### config.mk
export PLATFORM = sky130hd
export DESIGN_NAME = ext_spi_master_flat
export DESIGN_NICKNAME = d
export VERILOG_FILES = /design/src/rtl/ext_spi_master_if.sv /design/src/rtl/ext_spi_master.sv /design/src/flat_wrapper.sv
export SDC_FILE = /design/constraint.sdc
export NUM_CORES = 1
export LEC_CHECK = 0
export ABC_CLOCK_PERIOD_IN_PS = 3760
export BUFFER_PORTS_ARGS = -buffer_cell sky130_fd_sc_hd__buf_2
export CORE_ASPECT_RATIO = 1.2
export CORE_UTILIZATION = 30
export CTS_CLUSTER_DIAMETER = 120
export DETAILED_ROUTE_END_ITERATION = 10
export HOLD_SLACK_MARGIN = 0.12
export MAX_ROUTING_LAYER = met4
export PLACE_DENSITY = 0.52
export SLEW_MARGIN = 20
export SYNTH_ARGS = -nofsm -noshare
export SYNTH_HDL_FRONTEND = slang
export SYNTH_SLANG_ARGS = --single-unit
### constraint.sdc
create_clock -name clk -period 3.76 [get_ports clk]
set_clock_uncertainty 0.2 [all_clocks]
set_input_delay 0.564 -clock clk [delete_from_list [all_inputs] [get_ports clk]]
set_output_delay 0.564 -clock clk [all_outputs]
set_load 0.01 [all_outputs]
### src/rtl/ext_spi_master_if.sv
// Request/response channel between the controller fabric and ext_spi_master.
// The fabric side uses the master modport; the SPI engine uses the slave modport.
interface ext_spi_master_if;
    logic       req_valid;
    logic       req_ready;
    logic [2:0] req_reg;
    logic [7:0] req_data;
    logic       rsp_valid;
    logic [7:0] rsp_data;
    logic       rsp_err;

    modport master (
        output req_valid,
        output req_reg,
        output req_data,
        input  req_ready,
        input  rsp_valid,
        input  rsp_data,
        input  rsp_err
    );

    modport slave (
        input  req_valid,
        input  req_reg,
        input  req_data,
        output req_ready,
        output rsp_valid,
        output rsp_data,
        output rsp_err
    );
endinterface

### src/rtl/ext_spi_master.sv
// SPI master for the CPLD 0xDF port-emulation slave: one 16-bit frame per request,
// returns the bus snapshot and flags a bad 0xEE marker.
module ext_spi_master #(
    parameter int unsigned CLK_DIV = 4,
    parameter int unsigned GAP     = 4
) (
    input  logic                    clk,
    input  logic                    rst_n,
    ext_spi_master_if.slave         bus,
    output logic                    o_busy,
    output logic                    o_sck,
    output logic                    o_ss_n,
    output logic                    o_mosi,
    input  logic                    i_miso
);

    localparam int unsigned CNT_MAX = (CLK_DIV > GAP) ? CLK_DIV : GAP;
    localparam int unsigned CW      = (CNT_MAX > 1) ? $clog2(CNT_MAX) : 1;
    localparam logic [CW-1:0] DIV_LAST = CW'(CLK_DIV - 1);
    localparam logic [CW-1:0] GAP_LAST = CW'(GAP - 1);
    localparam logic [7:0]    MARKER   = 8'hEE;

    typedef enum logic [2:0] {
        StIdle,
        StSetup,
        StHigh,
        StLow,
        StGap
    } state_e;

    state_e         r_state, w_state_nxt;
    logic [CW-1:0]  r_cnt, w_cnt_nxt;
    logic [3:0]     r_bit, w_bit_nxt;
    logic [15:0]    r_tx, w_tx_nxt;
    logic [15:0]    r_rx, w_rx_nxt;
    logic           r_sck, w_sck_nxt;
    logic           r_ss_n, w_ss_n_nxt;
    logic           r_mosi, w_mosi_nxt;
    logic           r_ready, w_ready_nxt;
    logic           r_busy, w_busy_nxt;
    logic           r_rsp_valid, w_rsp_valid_nxt;
    logic [7:0]     r_rsp_data, w_rsp_data_nxt;
    logic           r_rsp_err, w_rsp_err_nxt;

    logic [15:0]    w_word;
    logic           w_div_done;
    logic           w_gap_done;

    assign w_word     = {5'b00000, bus.req_reg, bus.req_data};
    assign w_div_done = (r_cnt == DIV_LAST);
    assign w_gap_done = (r_cnt == GAP_LAST);

    always_ff @(posedge clk or negedge rst_n) begin
        if (!rst_n) begin
            r_state     <= StIdle;
            r_cnt       <= '0;
            r_bit       <= '0;
            r_tx        <= '0;
            r_rx        <= '0;
            r_sck       <= 1'b0;
            r_ss_n      <= 1'b1;
            r_mosi      <= 1'b0;
            r_ready     <= 1'b1;
            r_busy      <= 1'b0;
            r_rsp_valid <= 1'b0;
            r_rsp_data  <= '0;
            r_rsp_err   <= 1'b0;
        end else begin
            r_state     <= w_state_nxt;
            r_cnt       <= w_cnt_nxt;
            r_bit       <= w_bit_nxt;
            r_tx        <= w_tx_nxt;
            r_rx        <= w_rx_nxt;
            r_sck       <= w_sck_nxt;
            r_ss_n      <= w_ss_n_nxt;
            r_mosi      <= w_mosi_nxt;
            r_ready     <= w_ready_nxt;
            r_busy      <= w_busy_nxt;
            r_rsp_valid <= w_rsp_valid_nxt;
            r_rsp_data  <= w_rsp_data_nxt;
            r_rsp_err   <= w_rsp_err_nxt;
        end
    end

    always_comb begin
        w_state_nxt     = r_state;
        w_cnt_nxt       = r_cnt;
        w_bit_nxt       = r_bit;
        w_tx_nxt        = r_tx;
        w_rx_nxt        = r_rx;
        w_sck_nxt       = r_sck;
        w_ss_n_nxt      = r_ss_n;
        w_mosi_nxt      = r_mosi;
        w_ready_nxt     = r_ready;
        w_busy_nxt      = r_busy;
        w_rsp_valid_nxt = 1'b0;
        w_rsp_data_nxt  = r_rsp_data;
        w_rsp_err_nxt   = r_rsp_err;

        unique case (r_state)
            StIdle: begin
                if (bus.req_valid) begin
                    // r_tx holds the bits still to send, MSB-aligned
                    w_state_nxt = StSetup;
                    w_cnt_nxt   = '0;
                    w_bit_nxt   = '0;
                    w_tx_nxt    = {w_word[14:0], 1'b0};
                    w_mosi_nxt  = w_word[15];
                    w_ss_n_nxt  = 1'b0;
                    w_ready_nxt = 1'b0;
                    w_busy_nxt  = 1'b1;
                end
            end
            StSetup: begin
                if (w_div_done) begin
                    w_state_nxt = StHigh;
                    w_cnt_nxt   = '0;
                    w_sck_nxt   = 1'b1;
                end else begin
                    w_cnt_nxt = r_cnt + 1'b1;
                end
            end
            StHigh: begin
                if (w_div_done) begin
                    w_state_nxt = StLow;
                    w_cnt_nxt   = '0;
                    w_sck_nxt   = 1'b0;
                    w_rx_nxt    = {r_rx[14:0], i_miso};
                end else begin
                    w_cnt_nxt = r_cnt + 1'b1;
                end
            end
            StLow: begin
                if (w_div_done) begin
                    w_cnt_nxt = '0;
                    if (r_bit == 4'd15) begin
                        w_state_nxt     = StGap;
                        w_ss_n_nxt      = 1'b1;
                        w_mosi_nxt      = 1'b0;
                        w_rsp_valid_nxt = 1'b1;
                        w_rsp_data_nxt  = r_rx[7:0];
                        w_rsp_err_nxt   = (r_rx[15:8] != MARKER);
                    end else begin
                        // next bit goes out with the rising edge
                        w_state_nxt = StHigh;
                        w_bit_nxt   = r_bit + 4'd1;
                        w_sck_nxt   = 1'b1;
                        w_mosi_nxt  = r_tx[15];
                        w_tx_nxt    = {r_tx[14:0], 1'b0};
                    end
                end else begin
                    w_cnt_nxt = r_cnt + 1'b1;
                end
            end
            StGap: begin
                if (w_gap_done) begin
                    w_state_nxt = StIdle;
                    w_cnt_nxt   = '0;
                    w_ready_nxt = 1'b1;
                    w_busy_nxt  = 1'b0;
                end else begin
                    w_cnt_nxt = r_cnt + 1'b1;
                end
            end
            default: begin
                w_state_nxt = StIdle;
                w_cnt_nxt   = '0;
                w_sck_nxt   = 1'b0;
                w_ss_n_nxt  = 1'b1;
                w_mosi_nxt  = 1'b0;
                w_ready_nxt = 1'b1;
                w_busy_nxt  = 1'b0;
            end
        endcase
    end

    assign bus.req_ready = r_ready;
    assign bus.rsp_valid = r_rsp_valid;
    assign bus.rsp_data  = r_rsp_data;
    assign bus.rsp_err   = r_rsp_err;
    assign o_busy        = r_busy;
    assign o_sck         = r_sck;
    assign o_ss_n        = r_ss_n;
    assign o_mosi        = r_mosi;

endmodule

### src/flat_wrapper.sv
// flat-port wrapper written by rule: the top's interface ports become plain ports
module ext_spi_master_flat 
#(
    parameter int unsigned CLK_DIV = 4,
    parameter int unsigned GAP     = 4
)
  (clk, rst_n, o_busy, o_sck, o_ss_n, o_mosi, i_miso, bus_req_valid, bus_req_reg, bus_req_data, bus_req_ready, bus_rsp_valid, bus_rsp_data, bus_rsp_err);
  ext_spi_master_if bus_i ();
  input  logic clk;
  input  logic rst_n;
  output logic o_busy;
  output logic o_sck;
  output logic o_ss_n;
  output logic o_mosi;
  input  logic i_miso;
  input wire logic [$bits(bus_i.req_valid)-1:0] bus_req_valid;
  input wire logic [$bits(bus_i.req_reg)-1:0] bus_req_reg;
  input wire logic [$bits(bus_i.req_data)-1:0] bus_req_data;
  output wire logic [$bits(bus_i.req_ready)-1:0] bus_req_ready;
  output wire logic [$bits(bus_i.rsp_valid)-1:0] bus_rsp_valid;
  output wire logic [$bits(bus_i.rsp_data)-1:0] bus_rsp_data;
  output wire logic [$bits(bus_i.rsp_err)-1:0] bus_rsp_err;
  assign bus_i.req_valid = bus_req_valid;
  assign bus_i.req_reg = bus_req_reg;
  assign bus_i.req_data = bus_req_data;
  assign bus_req_ready = bus_i.req_ready;
  assign bus_rsp_valid = bus_i.rsp_valid;
  assign bus_rsp_data = bus_i.rsp_data;
  assign bus_rsp_err = bus_i.rsp_err;
  ext_spi_master #(.CLK_DIV(CLK_DIV), .GAP(GAP)) u_core (.clk(clk), .rst_n(rst_n), .bus(bus_i), .o_busy(o_busy), .o_sck(o_sck), .o_ss_n(o_ss_n), .o_mosi(o_mosi), .i_miso(i_miso));
endmodule
-- Yosys cells after proc, flatten, opt, wreduce, memory -nomap -nowiden
Index checks and enable logic that the tools add are counted.
W data, S select, Z words.
- word-level logic and storage cells: 82
- output and inout bits: 15
- register bits after elaboration: 56
- input port bits: 15
- reduce and logical (&&, ||, !) cells: 14
- mux-type cells: 36
- eq/ne operators: 14
- add/sub/neg operators: 2
- bitwise operators: 3
- operators with widths (cell ; count):
    $mux W16 ; 3
    $pmux W16 S2 ; 1
    $mux W3 ; 6
    $pmux W3 S5 ; 1
    $mux W1 ; 13
    $mux W4 ; 3
    $pmux W1 S3 ; 4
    $ne A2 B1 Y1 const B ; 5
    $reduce_and A5 Y1 ; 2
    $reduce_and A3 Y1 ; 3
    $ne A8 B8 Y1 const B ; 1
    $pmux W4 S2 ; 1
    $reduce_and A4 Y1 ; 2
    $eq A3 B2 Y1 const B ; 2
    $reduce_or A3 Y1 ; 2
    $add A4 B1 Y4 const B ; 1
    $eq A4 B4 Y1 const B ; 1
    $mux W2 ; 2
    $ne A2 B2 Y1 const B ; 2
    $pmux W1 S4 ; 1
    $pmux W2 S2 ; 1
    $reduce_or A4 Y1 ; 1
    $eq A3 B1 Y1 const B ; 1
    $eq A3 B3 Y1 const B ; 1
    other kinds (7) ; 9

-- Depth between registers and ports, before layout
Gate-level depths: netlist (run 1).
- depth after elaboration: 4
- depth in mapped cells: 5
- mapped depth without buffers: 4

-- Worst setup path after synthesis (run 1)
OpenSTA, ideal clock, no wires.
- path type: register to register
- from: register u_core.r_bit[0]
- to: register u_core.r_tx[3]
- clock period less this slack: 1976 ps
- setup time: 128 ps
- slack: 1784 ps
- buffers on the path: 1
- data arrival time: 1648 ps
- cell stages (with the launch flop): 6
- cells stage by stage: dfrtp_1 ha_1 and3_1 o31ai_4 buf_6 mux2_1
- word-level cells in the longest chain between the ends: 3
- RTL lines (element ; RTL line ; RTL):
    from (decl) ; ext_spi_master.sv:33 ; logic [3:0] r_bit, w_bit_nxt;
    from (signal assigned) ; ext_spi_master.sv:71 ; r_bit <= w_bit_nxt;
    $eq A4 B4 Y1 ; ext_spi_master.sv:136 ; if (r_bit == 4'd15) begin
    $ne A2 B2 Y1 (no source line) ; -- ;
    $reduce_and A4 Y1 (no source line) ; -- ;
    to (signal assigned) ; ext_spi_master.sv:72 ; r_tx <= w_tx_nxt;
    to (decl) ; ext_spi_master.sv:34 ; logic [15:0] r_tx, w_tx_nxt;
No other way between the ends.
A chain may end at the register's enable or synchronous reset.

-- Final worst setup path (run 1)
- from: register u_core.r_state[0]
- to: register u_core.r_rsp_data[6], in the netlist u_core.bus.rsp_data[6]
- word-level cells in the longest chain between the ends: 2
- RTL lines (element ; RTL line ; RTL):
    from (decl) ; ext_spi_master.sv:31 ; state_e r_state, w_state_nxt;
    from (signal assigned) ; ext_spi_master.sv:55 ; r_state <= StIdle;
    from (signal assigned) ; ext_spi_master.sv:69 ; r_state <= w_state_nxt;
    $eq A3 B2 Y1 ; ext_spi_master.sv:100 ; unique case (r_state)
    $reduce_and A3 Y1 (no source line) ; -- ;
    to (signal assigned) ; ext_spi_master.sv:80 ; r_rsp_data <= w_rsp_data_nxt;
    to (decl) ; ext_spi_master.sv:42 ; logic [7:0] r_rsp_data, w_rsp_data_nxt;
No other way between the ends.

==> impl_metrics.env, run 1 <==
export IMPL_fin_crit_ns=2.48
export IMPL_syn_area_per_cell_um2=13.2
export IMPL_cts_sinks=55
export IMPL_insertion_delay_ns=0.31
export IMPL_grt_pass1_vias=1548
export IMPL_synth_warnings=0
export IMPL_drt_iter0_drc=119
export IMPL_setup_tns_ns=0
export IMPL_dp_cells=328
export IMPL_clk_pin_slew_ns=0.09
export IMPL_drive_gt1_frac=0.408
export IMPL_drv_cap=0
export IMPL_final_nets=239
export IMPL_cts_tree="built"
export IMPL_pwr_share_clk=0.186
export IMPL_clock_tree_root_cell="clkbuf_8"
export IMPL_setup_viol=0
export IMPL_post_route_period_util=0.659
export IMPL_drt_pass1_iterations=4
export IMPL_clockBufferDepth=2
export IMPL_crit_slowest_cell="nor3_2"
export IMPL_dieArea_mm2=0.00888
export IMPL_cp_top_family="simple AND/OR/NAND/NOR gates"
export IMPL_grt_max_degree=30
export IMPL_cts_setup_buffers=0
export IMPL_ir_drop_v=0.000211
export IMPL_seq_area_frac_synth=0.540
export IMPL_p_per_area_mw_per_mm2=614
export IMPL_async_flop_share=1.00
export IMPL_drcViolationCount=0
export IMPL_syn_to_final_growth_pct=13.1
export IMPL_fill_cells=859
export IMPL_hp_class="flop to flop"
export IMPL_synth_cells=194
export IMPL_yosys_area_top_type_share=0.520
export IMPL_status="finished clean"
export IMPL_start_util=0.311
export IMPL_core_rowCount=36
export IMPL_antenna_found_initial=0
export IMPL_grt_pass1_wl_mm=7.53
export IMPL_io_pins=30
export IMPL_max_slew_margin_rel=0.451
export IMPL_worst_pin_slew_ns=0.819
export IMPL_critical_path_class="flop to flop"
export IMPL_routed_wl_mm=4.37
export IMPL_pwr_share_comb=0.325
export IMPL_yosysTopAreaCell="dfrtp_1"
export IMPL_drt_wirelength_per_cell_um=13.0
export IMPL_synth_area_leaders="dfrtp_1, mux2_2, mux2i_1"
export IMPL_p_int_mw=1.18
export IMPL_crit_chain="nand2_1 > nor3_2 > mux2_2"
export IMPL_slew_viol_final=0
export IMPL_cp_slowest_stage_delay_ns=0.73
export IMPL_htree_levels=2
export IMPL_switchingPower_mw=0.590
export IMPL_critPathArrivalTime_ns=2.47
export IMPL_crit_required_ns=3.75
export IMPL_grt_total_usage=0.112
export IMPL_multi_input_comb_area_mm2=0.00108
export IMPL_crit_path_start_kind="flop"
export IMPL_cp_end_kind="flop"
export IMPL_ctsResizeCount=0
export IMPL_core_region_area_mm2=0.00820
export IMPL_hold_viol_final=0
export IMPL_vias=1518
export IMPL_place_congestion=0.703
export IMPL_netlist_area_mm2=0.00255
export IMPL_critPathBufInv=0
export IMPL_fmax_ghz=0.404
export IMPL_portBuffers=29
export IMPL_die_w_um=86.2
export IMPL_swShare=0.333
export IMPL_grt_setup_unrepaired="false"
export IMPL_synth_edf_count=0
export IMPL_ys_types=42
export IMPL_postRouteAntennaNets=0
export IMPL_seq_area_mm2=0.00138
export IMPL_viasPerCell=4.50
export IMPL_synthFlopType="dfrtp_1"
export IMPL_synth_seq_cells=55
export IMPL_dp_hpwl_mm=2.93
export IMPL_syn_nets=211
export IMPL_cp_max_fo=19
export IMPL_numCtsBuffers=5
export IMPL_stdcell_count=337
export IMPL_diodes=0
export IMPL_dieHeight_um=103
export IMPL_p_leak_nw=1.29
export IMPL_globalRouteOverflowTotal=0
export IMPL_power_frac_seq=0.488
-- path summary, 6_finish.rpt --
path,slack [ns],cells past startpoint,end,start
worst min register to register,0.27,2,u_core.bus.req_ready$_DFFE_PN1P_,u_core.bus.req_ready$_DFFE_PN1P_
worst min-delay path,0.27,2,u_core.bus.req_ready$_DFFE_PN1P_,u_core.bus.req_ready$_DFFE_PN1P_
max in group asynchronous,1.96,3,u_core.r_rx[8]$_DFFE_PN0P_,rst_n
worst max-delay path,1.28,3,u_core.bus.rsp_data[6]$_DFFE_PN0P_,u_core.r_state[0]$_DFFE_PN0P_
min in group asynchronous,0.59,2,u_core.r_rx[0]$_DFFE_PN0P_,rst_n
worst max register to register,1.28,3,u_core.bus.rsp_data[6]$_DFFE_PN0P_,u_core.r_state[0]$_DFFE_PN0P_
-- metal layers --
layer,vias to the layer above,GRT usage,part of all wire
li1,745,-,-
met1,746,0.137,0.46
met2,21,0.183,0.49
met3,6,0.0240,0.031
met4,0,0.0423,0.016
met5,-,-,0
-- cell usage after synthesis (all sizes together) (4+ instances only) --
master / instances
buf: 6
mux2: 44
mux2i: 11
clkbuf: 4
inv: 9
dfrtp: 53
a21oi: 5
o21ai: 4
nor3: 5
nand2: 12
nand3: 4
-- timing repair --
item	4_1_cts	5_1_grt
setup endpoints to repair	0	0
hold buffers	1	0
hold endpoints to repair	24	0
-- state kept, by name (all words and copies together) (netlist names) --
signal and count:
u_core.o_mosi 1, u_core.r_bit 4, u_core.bus.rsp_valid 1, u_core.bus.rsp_err 1, u_core.r_cnt 2, u_core.o_sck 1
u_core.r_state 3, u_core.bus.rsp_data 8, u_core.o_ss_n 1, u_core.r_rx 16, u_core.o_busy 1, u_core.r_tx 15
u_core.bus.req_ready 1
-- worst reg2reg max path, stage by stage, from the launching register on --
cell and delay (ns):
dfrtp_1 0.72, nand2_1 0.31, nor3_2 0.73, mux2_2 0.41
-- layout by cell type, fill, tap and decap left out, drive strengths merged, types with 4 or more instances in the layout --
master / Yosys / final
mux2: 44 / 44
a21oi: 5 / 5
inv: 9 / 10
nand2: 12 / 12
nand3: 4 / 4
clkbuf: 4 / 5
o21ai: 4 / 4
buf: 6 / 30
mux2i: 11 / 11
nor3: 5 / 5
dfrtp: 53 / 53
-- metrics by stage --
stage	setup WS, ns	instance area [um^2]	power [mW]	utilization	hold WS [ns]
after floorplan	1.78	2550	1.36	-	0.0684
final	1.28	2890	1.77	0.352	0.273
after global routing	1.04	2890	1.91	0.352	0.264
after detailed placement	1.21	2790	1.47	0.340	0.265
after CTS	1.21	2890	1.81	0.352	0.259
after global placement	1.28	2790	1.45	0.340	0.254
-- final cells by class --
| cell class | count | area share |
|---|---|---|
| Sequential cell | 55 | 0.478 |
| Multi-Input combinational cell | 120 | 0.373 |
| Timing Repair Buffer | 31 | 0.0564 |
| Tap cell | 114 | 0.0494 |
| Clock buffer | 5 | 0.0238 |
| Inverter | 9 | 0.0117 |
| Clock inverter | 3 | 0.00780 |
-- cell families (layout without fill, tap and decap cells) --
group,after synthesis,after routing,share of synthesized area
buffers and inverters,19,48,0.0377
adder cells (fa/ha/maj),2,2,0.00980
AND/OR/NAND/NOR,42,42,0.110
multiplexers,55,55,0.245
AO/OA/AOI/OAI,21,21,0.0578
flip-flops,55,55,0.540
-- power groups by stage --
stage	clock network (mW)	registers, mW	logic [mW]
2_1_floorplan	0	0.821	0.541
3_5_place_dp	0	0.879	0.587
3_3_place_gp	0	0.876	0.578
5_1_grt	0.373	0.897	0.642
6_report	0.331	0.866	0.577
4_1_cts	0.351	0.867	0.590
Power figures use the tool's default switching activity.
==> run 2: changes to the inputs <==
--- a/config.mk
+++ b/config.mk
@@ -5,7 +5,7 @@
 export SDC_FILE = /design/constraint.sdc
 export NUM_CORES = 1
 export LEC_CHECK = 0
-export ABC_CLOCK_PERIOD_IN_PS = 3760
+export ABC_CLOCK_PERIOD_IN_PS = 2550
 export BUFFER_PORTS_ARGS = -buffer_cell sky130_fd_sc_hd__buf_2
 export CORE_ASPECT_RATIO = 1.2
 export CORE_UTILIZATION = 30
==> constraint.sdc (replaced) <==
create_clock -name clk -period 2.55 [get_ports clk]
set_clock_uncertainty 0.2 [all_clocks]
set_input_delay 0.3825 -clock clk [delete_from_list [all_inputs] [get_ports clk]]
set_output_delay 0.3825 -clock clk [all_outputs]
set_load 0.01 [all_outputs]
==> run 2 against run 1 <==
  * Core utilization grew 1.2 points
  * Flip-flop and latch count is the same
  * Power grew 55%
  * Maximum frequency grew 17%
  * Clock power grew 75%
  * Sequential share of layout area shrank 1.5 points
  * First-iteration DRC count shrank 35%
  * Global-route usage shrank 0.12 points
  * Register-to-register slack lost 0.84 ns
  * Hold slack lost 0.15 ns
  * Via count grew 3.0%
  * Critical path type unchanged
  * Critical endpoint is now u_core.r_tx[2]$_DFFE_PN0P_
  * Largest cell class unchanged
==> impl_metrics.env, run 2 (synthesis gave the netlist of run 1 again) <==
export IMPL_power_frac_seq=0.447
export IMPL_slew_viol_final=0
export IMPL_clockBufferDepth=2
export IMPL_numCtsBuffers=5
export IMPL_critical_path_class="flop to flop"
export IMPL_insertion_delay_ns=0.30
export IMPL_setup_tns_ns=0
export IMPL_post_route_period_util=0.827
export IMPL_p_leak_nw=1.34
export IMPL_dieArea_mm2=0.00888
export IMPL_dp_hpwl_mm=3.05
export IMPL_crit_path_start_kind="flop"
export IMPL_largest_reg_flops=16
export IMPL_place_congestion=0.705
export IMPL_hold_viol_final=0
export IMPL_htree_levels=2
export IMPL_clock_tree_root_cell="clkbuf_8"
export IMPL_dp_cells=335
export IMPL_cts_sinks=55
export IMPL_max_slew_margin_rel=0.587
export IMPL_worst_pin_slew_ns=0.619
export IMPL_core_rowCount=36
export IMPL_core_region_area_mm2=0.00820
export IMPL_fmax_ghz=0.474
export IMPL_crit_required_ns=2.55
export IMPL_critPathArrivalTime_ns=2.11
export IMPL_clk_pin_slew_ns=0.10
export IMPL_drv_cap=0
export IMPL_drcViolationCount=0
export IMPL_globalRouteOverflowTotal=0
export IMPL_syn_to_final_growth_pct=16.8
export IMPL_antenna_found_initial=0
export IMPL_multi_input_comb_area_mm2=0.00108
export IMPL_setup_viol=0
export IMPL_grt_pass1_vias=1604
export IMPL_pwr_share_comb=0.343
export IMPL_grt_total_usage=0.111
export IMPL_drt_iter0_drc=77
export IMPL_grt_pass1_wl_mm=7.42
export IMPL_drive_gt1_frac=0.420
export IMPL_viasPerCell=4.53
export IMPL_portBuffers=29
export IMPL_postRouteAntennaNets=0
export IMPL_drt_wirelength_per_cell_um=12.6
export IMPL_stdcell_count=345
export IMPL_cp_end_kind="flop"
export IMPL_drt_pass1_iterations=4
export IMPL_cts_setup_buffers=0
export IMPL_final_common_cell="dfrtp_1"
export IMPL_ctsResizeCount=0
export IMPL_grt_setup_unrepaired="false"
export IMPL_ir_drop_v=0.000341
export IMPL_p_per_area_mw_per_mm2=924
export IMPL_cts_tree="built"
export IMPL_pwr_share_clk=0.210
export IMPL_grt_max_degree=31
export IMPL_diodes=0
export IMPL_io_pins=30
export IMPL_routed_wl_mm=4.36
export IMPL_power_mw=2.76
export IMPL_fin_crit_ns=2.11
export IMPL_hp_class="input port to flop"
export IMPL_fill_cells=845
export IMPL_vias=1564
export IMPL_holdWs_ns=0.128
export IMPL_start_util=0.311
export IMPL_p_int_mw=1.88
export IMPL_status="finished clean"
export IMPL_seq_area_mm2=0.00138
export IMPL_die_w_um=86.2
export IMPL_swShare=0.317
export IMPL_final_nets=247
export IMPL_cp_max_fo=13
export IMPL_dieHeight_um=103
export IMPL_switchingPower_mw=0.873
export IMPL_mostFrequentLayoutCells="dfrtp_1, mux2_2, buf_2"
export IMPL_fin_util=0.364
export IMPL_top_register="u_core.r_rx"
## run 2: worst max-delay path: stages, from the launching register on
cell and delay [ns]:
dfrtp_1 0.50, or4b_4 0.62, o31ai_4 0.09, buf_4 0.25, mux2_2 0.35
## run 2: worst paths after layout
kind	startpoint	end	slack, ns	cells past startpoint
setup / recovery	u_core.r_state[0]$_DFFE_PN0P_	u_core.r_tx[2]$_DFFE_PN0P_	0.44	4
hold / removal	bus_req_data[0]	u_core.r_tx[1]$_DFFE_PN0P_	0.13	3
setup reg to reg	u_core.r_state[0]$_DFFE_PN0P_	u_core.r_tx[2]$_DFFE_PN0P_	0.44	4
hold reg to reg	u_core.bus.req_ready$_DFFE_PN1P_	u_core.bus.req_ready$_DFFE_PN1P_	0.27	2
max in group asynchronous	rst_n	u_core.o_mosi$_DFFE_PN0P_	1.16	3
min in group asynchronous	rst_n	u_core.r_bit[2]$_DFFE_PN0P_	0.41	2
## run 2: metal layers
metal | GRT usage | wire [um] | vias to the layer above
met5 | - | 0 | -
met4 | 0.0423 | 51 | 0
met3 | 0.0232 | 104 | 4
met2 | 0.184 | 2160 | 22
met1 | 0.133 | 2050 | 775
li1 | - | - | 763
## run 2: layout make-up
| cell class | count | share of cell area |
|---|---|---|
| Clock inverter | 2 | 0.0130 |
| Timing Repair Buffer | 39 | 0.0797 |
| Tap cell | 114 | 0.0478 |
| Inverter | 9 | 0.0113 |
| Multi-Input combinational cell | 120 | 0.361 |
| Clock buffer | 6 | 0.0243 |
| Sequential cell | 55 | 0.462 |
## run 2: stage by stage
stage          instance area (um^2)  worst slack, ns
2_1_floorplan                  2550            0.574
3_3_place_gp                   2850            0.438
3_5_place_dp                   2850            0.428
4_1_cts                        2980            0.434
5_1_grt                        2980            0.349
6_report                       2980            0.440
## run 2: power by group through the flow
stage | combinational (mW) | sequential [mW] | clock, mW
floorplan | 0.797 | 1.21 | 0
global placement | 0.947 | 1.25 | 0
detailed placement | 0.956 | 1.26 | 0
CTS | 0.964 | 1.24 | 0.604
global route | 1.06 | 1.27 | 0.639
finish | 0.946 | 1.23 | 0.578
## run 2: repair_timing
action	CTS	global route
endpoints found under the setup margin	0	0
hold endpoints to repair	24	0
hold buffers	2	0
==> run 3: changes to the inputs <==
--- a/config.mk
+++ b/config.mk
@@ -5,7 +5,8 @@
 export SDC_FILE = /design/constraint.sdc
 export NUM_CORES = 1
 export LEC_CHECK = 0
-export ABC_CLOCK_PERIOD_IN_PS = 2550
+export ABC_AREA = 1
+export ABC_CLOCK_PERIOD_IN_PS = 1900
 export BUFFER_PORTS_ARGS = -buffer_cell sky130_fd_sc_hd__buf_2
 export CORE_ASPECT_RATIO = 1.2
 export CORE_UTILIZATION = 30
@@ -13,7 +14,7 @@
 export DETAILED_ROUTE_END_ITERATION = 10
 export HOLD_SLACK_MARGIN = 0.12
 export MAX_ROUTING_LAYER = met4
-export PLACE_DENSITY = 0.52
+export PLACE_DENSITY = 0.53
 export SLEW_MARGIN = 20
 export SYNTH_ARGS = -nofsm -noshare
 export SYNTH_HDL_FRONTEND = slang
==> constraint.sdc (replaced) <==
create_clock -name clk -period 1.9 [get_ports clk]
set_clock_uncertainty 0.2 [all_clocks]
set_input_delay 0.285 -clock clk [delete_from_list [all_inputs] [get_ports clk]]
set_output_delay 0.285 -clock clk [all_outputs]
set_load 0.01 [all_outputs]
==> run 3 against run 2 <==
  * Core utilization increased by 0.51 points
  * Clock power is 11% higher
  * Sequential share of layout area about the same
  * Hold slack better by 0.13 ns
  * Cell count is 30% higher
  * Die area shrank 2.3%
  * Synthesized cell count rose by 57%
  * Non-clock buffer count up 12
  * Critical endpoint is now u_core.r_state[0]$_DFFE_PN0P_
==> impl_metrics.env, run 3 <==
export IMPL_antenna_found_initial=0
export IMPL_rrSetupSlack_ns=0.20
export IMPL_cp_slowest_stage_delay_ns=0.39
export IMPL_ir_drop_v=0.000313
export IMPL_grt_setup_unrepaired="false"
export IMPL_synthFlopType="dfrtp_1"
export IMPL_drive_gt1_frac=0.176
export IMPL_p_leak_nw=1.59
export IMPL_r2r_cells=8
export IMPL_slew_viol_final=0
export IMPL_htree_levels=2
export IMPL_syn_nets=322
export IMPL_syn_area_per_cell_um2=8.17
export IMPL_cts_setup_buffers=0
export IMPL_place_congestion=0.859
export IMPL_clockBufferDepth=2
export IMPL_top_register="u_core.r_rx"
export IMPL_largest_reg_flops=16
export IMPL_fmax_ghz=0.590
export IMPL_portBuffers=29
export IMPL_viasPerCell=4.43
export IMPL_grt_pass1_vias=1881
export IMPL_ys_types=26
export IMPL_vias=1982
export IMPL_cp_end_kind="flop"
export IMPL_p_per_area_mw_per_mm2=636
export IMPL_fill_cells=841
export IMPL_cts_sinks=55
export IMPL_yosys_area_top_type_share=0.532
export IMPL_crit_slowest_cell="dfrtp_1"
export IMPL_status="finished clean"
export IMPL_place_area_mm2=0.00275
export IMPL_syn_to_final_growth_pct=20.0
export IMPL_drt_iter0_drc=109
export IMPL_cp_depth=8
export IMPL_synth_area_leaders="dfrtp_1, nand2_1, inv_1"
export IMPL_dieHeight_um=102
export IMPL_rr_endpoint="u_core.r_state[0]$_DFFE_PN0P_"
export IMPL_cp_max_fo=6
export IMPL_fin_crit_ns=1.70
export IMPL_drt_pass1_iterations=4
export IMPL_yosysTopAreaCell="dfrtp_1"
export IMPL_grt_pass1_wl_mm=8.37
export IMPL_final_common_cell="nand2_1"
export IMPL_numCtsBuffers=5
export IMPL_synth_cells=305
export IMPL_routed_wl_mm=4.84
export IMPL_final_area_mm2=0.00299
export IMPL_setup_tns_ns=0
export IMPL_crit_end="u_core.r_state[0]$_DFFE_PN0P_"
export IMPL_clk_pin_slew_ns=0.10
export IMPL_clock_tree_root_cell="clkbuf_8"
export IMPL_synth_edf_count=0
export IMPL_critPathBufInv=2
export IMPL_seq_area_frac_synth=0.553
export IMPL_crit_required_ns=1.95
export IMPL_core_region_area_mm2=0.00811
export IMPL_io_pins=30
export IMPL_diodes=0
export IMPL_crit_path_start_kind="flop"
export IMPL_post_route_period_util=0.893
export IMPL_critPathArrivalTime_ns=1.74
export IMPL_core_rowCount=36
export IMPL_drv_cap=0
export IMPL_hp_class="flop to flop"
export IMPL_grt_total_usage=0.124
export IMPL_cp_top_family="simple AND/OR/NAND/NOR gates"
export IMPL_setup_viol=0
export IMPL_async_flop_share=1.00
export IMPL_postRouteAntennaNets=0
export IMPL_synth_seq_cells=55
export IMPL_start_util=0.307
export IMPL_final_nets=368
export IMPL_grt_max_degree=56
export IMPL_drt_wirelength_per_cell_um=10.8
export IMPL_netlist_area_mm2=0.00249
export IMPL_synth_common_cells="nand2_1, dfrtp_1, inv_1, o21ai_0, o21ai_1"
export IMPL_worst_pin_slew_ns=0.304
export IMPL_yosysMostFrequentCell="nand2_1"
export IMPL_critical_path_class="flop to flop"
export IMPL_crit_start="u_core.r_cnt[0]$_DFFE_PN0P_"
export IMPL_dieArea_mm2=0.00867
export IMPL_cts_tree="built"
export IMPL_insertion_delay_ns=0.31
export IMPL_drcViolationCount=0
export IMPL_synth_warnings=0
export IMPL_mostFrequentLayoutCells="nand2_1, dfrtp_1, buf_2"
export IMPL_globalRouteOverflowTotal=0
export IMPL_hold_viol_final=0
export IMPL_die_w_um=85.2
export IMPL_max_slew_margin_rel=0.797
export IMPL_crit_chain="ha_1 > inv_1 > buf_4 > nand3_1 > nand2_1 > nor2_1 > nand3_1 > nand2_1"
export IMPL_r2r_start="u_core.r_cnt[0]$_DFFE_PN0P_"
export IMPL_dp_hpwl_mm=3.22
==> run 3: power breakdown <==
| part | total [mW] | switching [mW] | internal, mW |
|---|---|---|---|
| clock network | 0.643 | 0.384 | 0.259 |
| logic | 0.0755 | 0.0378 | 0.0376 |
| registers | 1.18 | 0.00433 | 1.18 |
| total | 1.90 | 0.426 | 1.47 |
==> run 3: timing repair <==
| action | in CTS | in global routing |
|---|---|---|
| endpoints found under the hold margin | 68 | 0 |
| setup endpoints to repair | 0 | 19 |
| resized for setup | 0 | 7 |
| hold buffers | 14 | 0 |
==> run 3: cell families (layout without fill, tap and decap cells) <==
family,count (synthesis),after routing,share of synthesized area
simple gates,165,165,0.268
flops,55,55,0.553
compound gates,41,41,0.0849
buf+inv,40,87,0.0753
fa+ha+maj,2,2,0.0100
xor+xnor,1,1,0.00352
mux,1,1,0.00452
==> run 3: worst min-delay path, delay by kind of cell, from the launching register on <==
kind          cells  cell delay [ns]
flops             1             0.38
simple gates      2             0.09
==> run 3: stage by stage <==
stage | hold WS, ns | utilization | power (mW) | std cells | setup slack, ns
floorplan | -0.211 | - | 1.22 | 305 | 0.228
global placement | 0.110 | 0.339 | 1.26 | 425 | 0.160
detailed placement | 0.112 | 0.339 | 1.26 | 425 | 0.114
CTS | 0.266 | 0.366 | 1.94 | 447 | 0.0819
global route | 0.286 | 0.369 | 1.98 | 447 | 0.0442
finish | 0.261 | 0.369 | 1.90 | 447 | 0.204
==> run 3: final cells by class <==
cell class                 instances  area [um^2]  share of cell area
sequential                        55         1380               0.462
timing repair buffer              51          362               0.121
tap                               95          119              0.0397
multi-input combinational        210          937               0.313
clock buffer                       6         72.6              0.0243
inverter                          28          105              0.0351
clock inverter                     2         12.5             0.00418
==> run 3: worst min path at each step <==
stage	start	endpoint	depth (start not counted)
after floorplan	rst_n	u_core.bus.rsp_data[0]$_DFFE_PN0P_	0
after global placement	rst_n	u_core.r_tx[4]$_DFFE_PN0P_	2
after detailed placement	rst_n	u_core.r_tx[1]$_DFFE_PN0P_	2
after CTS	u_core.o_ss_n$_DFFE_PN1P_	u_core.o_ss_n$_DFFE_PN1P_	2
after global routing	u_core.o_ss_n$_DFFE_PN1P_	u_core.o_ss_n$_DFFE_PN1P_	2
final	u_core.o_ss_n$_DFFE_PN1P_	u_core.o_ss_n$_DFFE_PN1P_	2
==> run 3: layer usage <==
layer,vias up,share of wire,track usage
li1,1033,-,-
met1,914,0.48,0.160
met2,26,0.47,0.195
met3,9,0.032,0.0226
met4,0,0.019,0.0522
met5,-,0,-
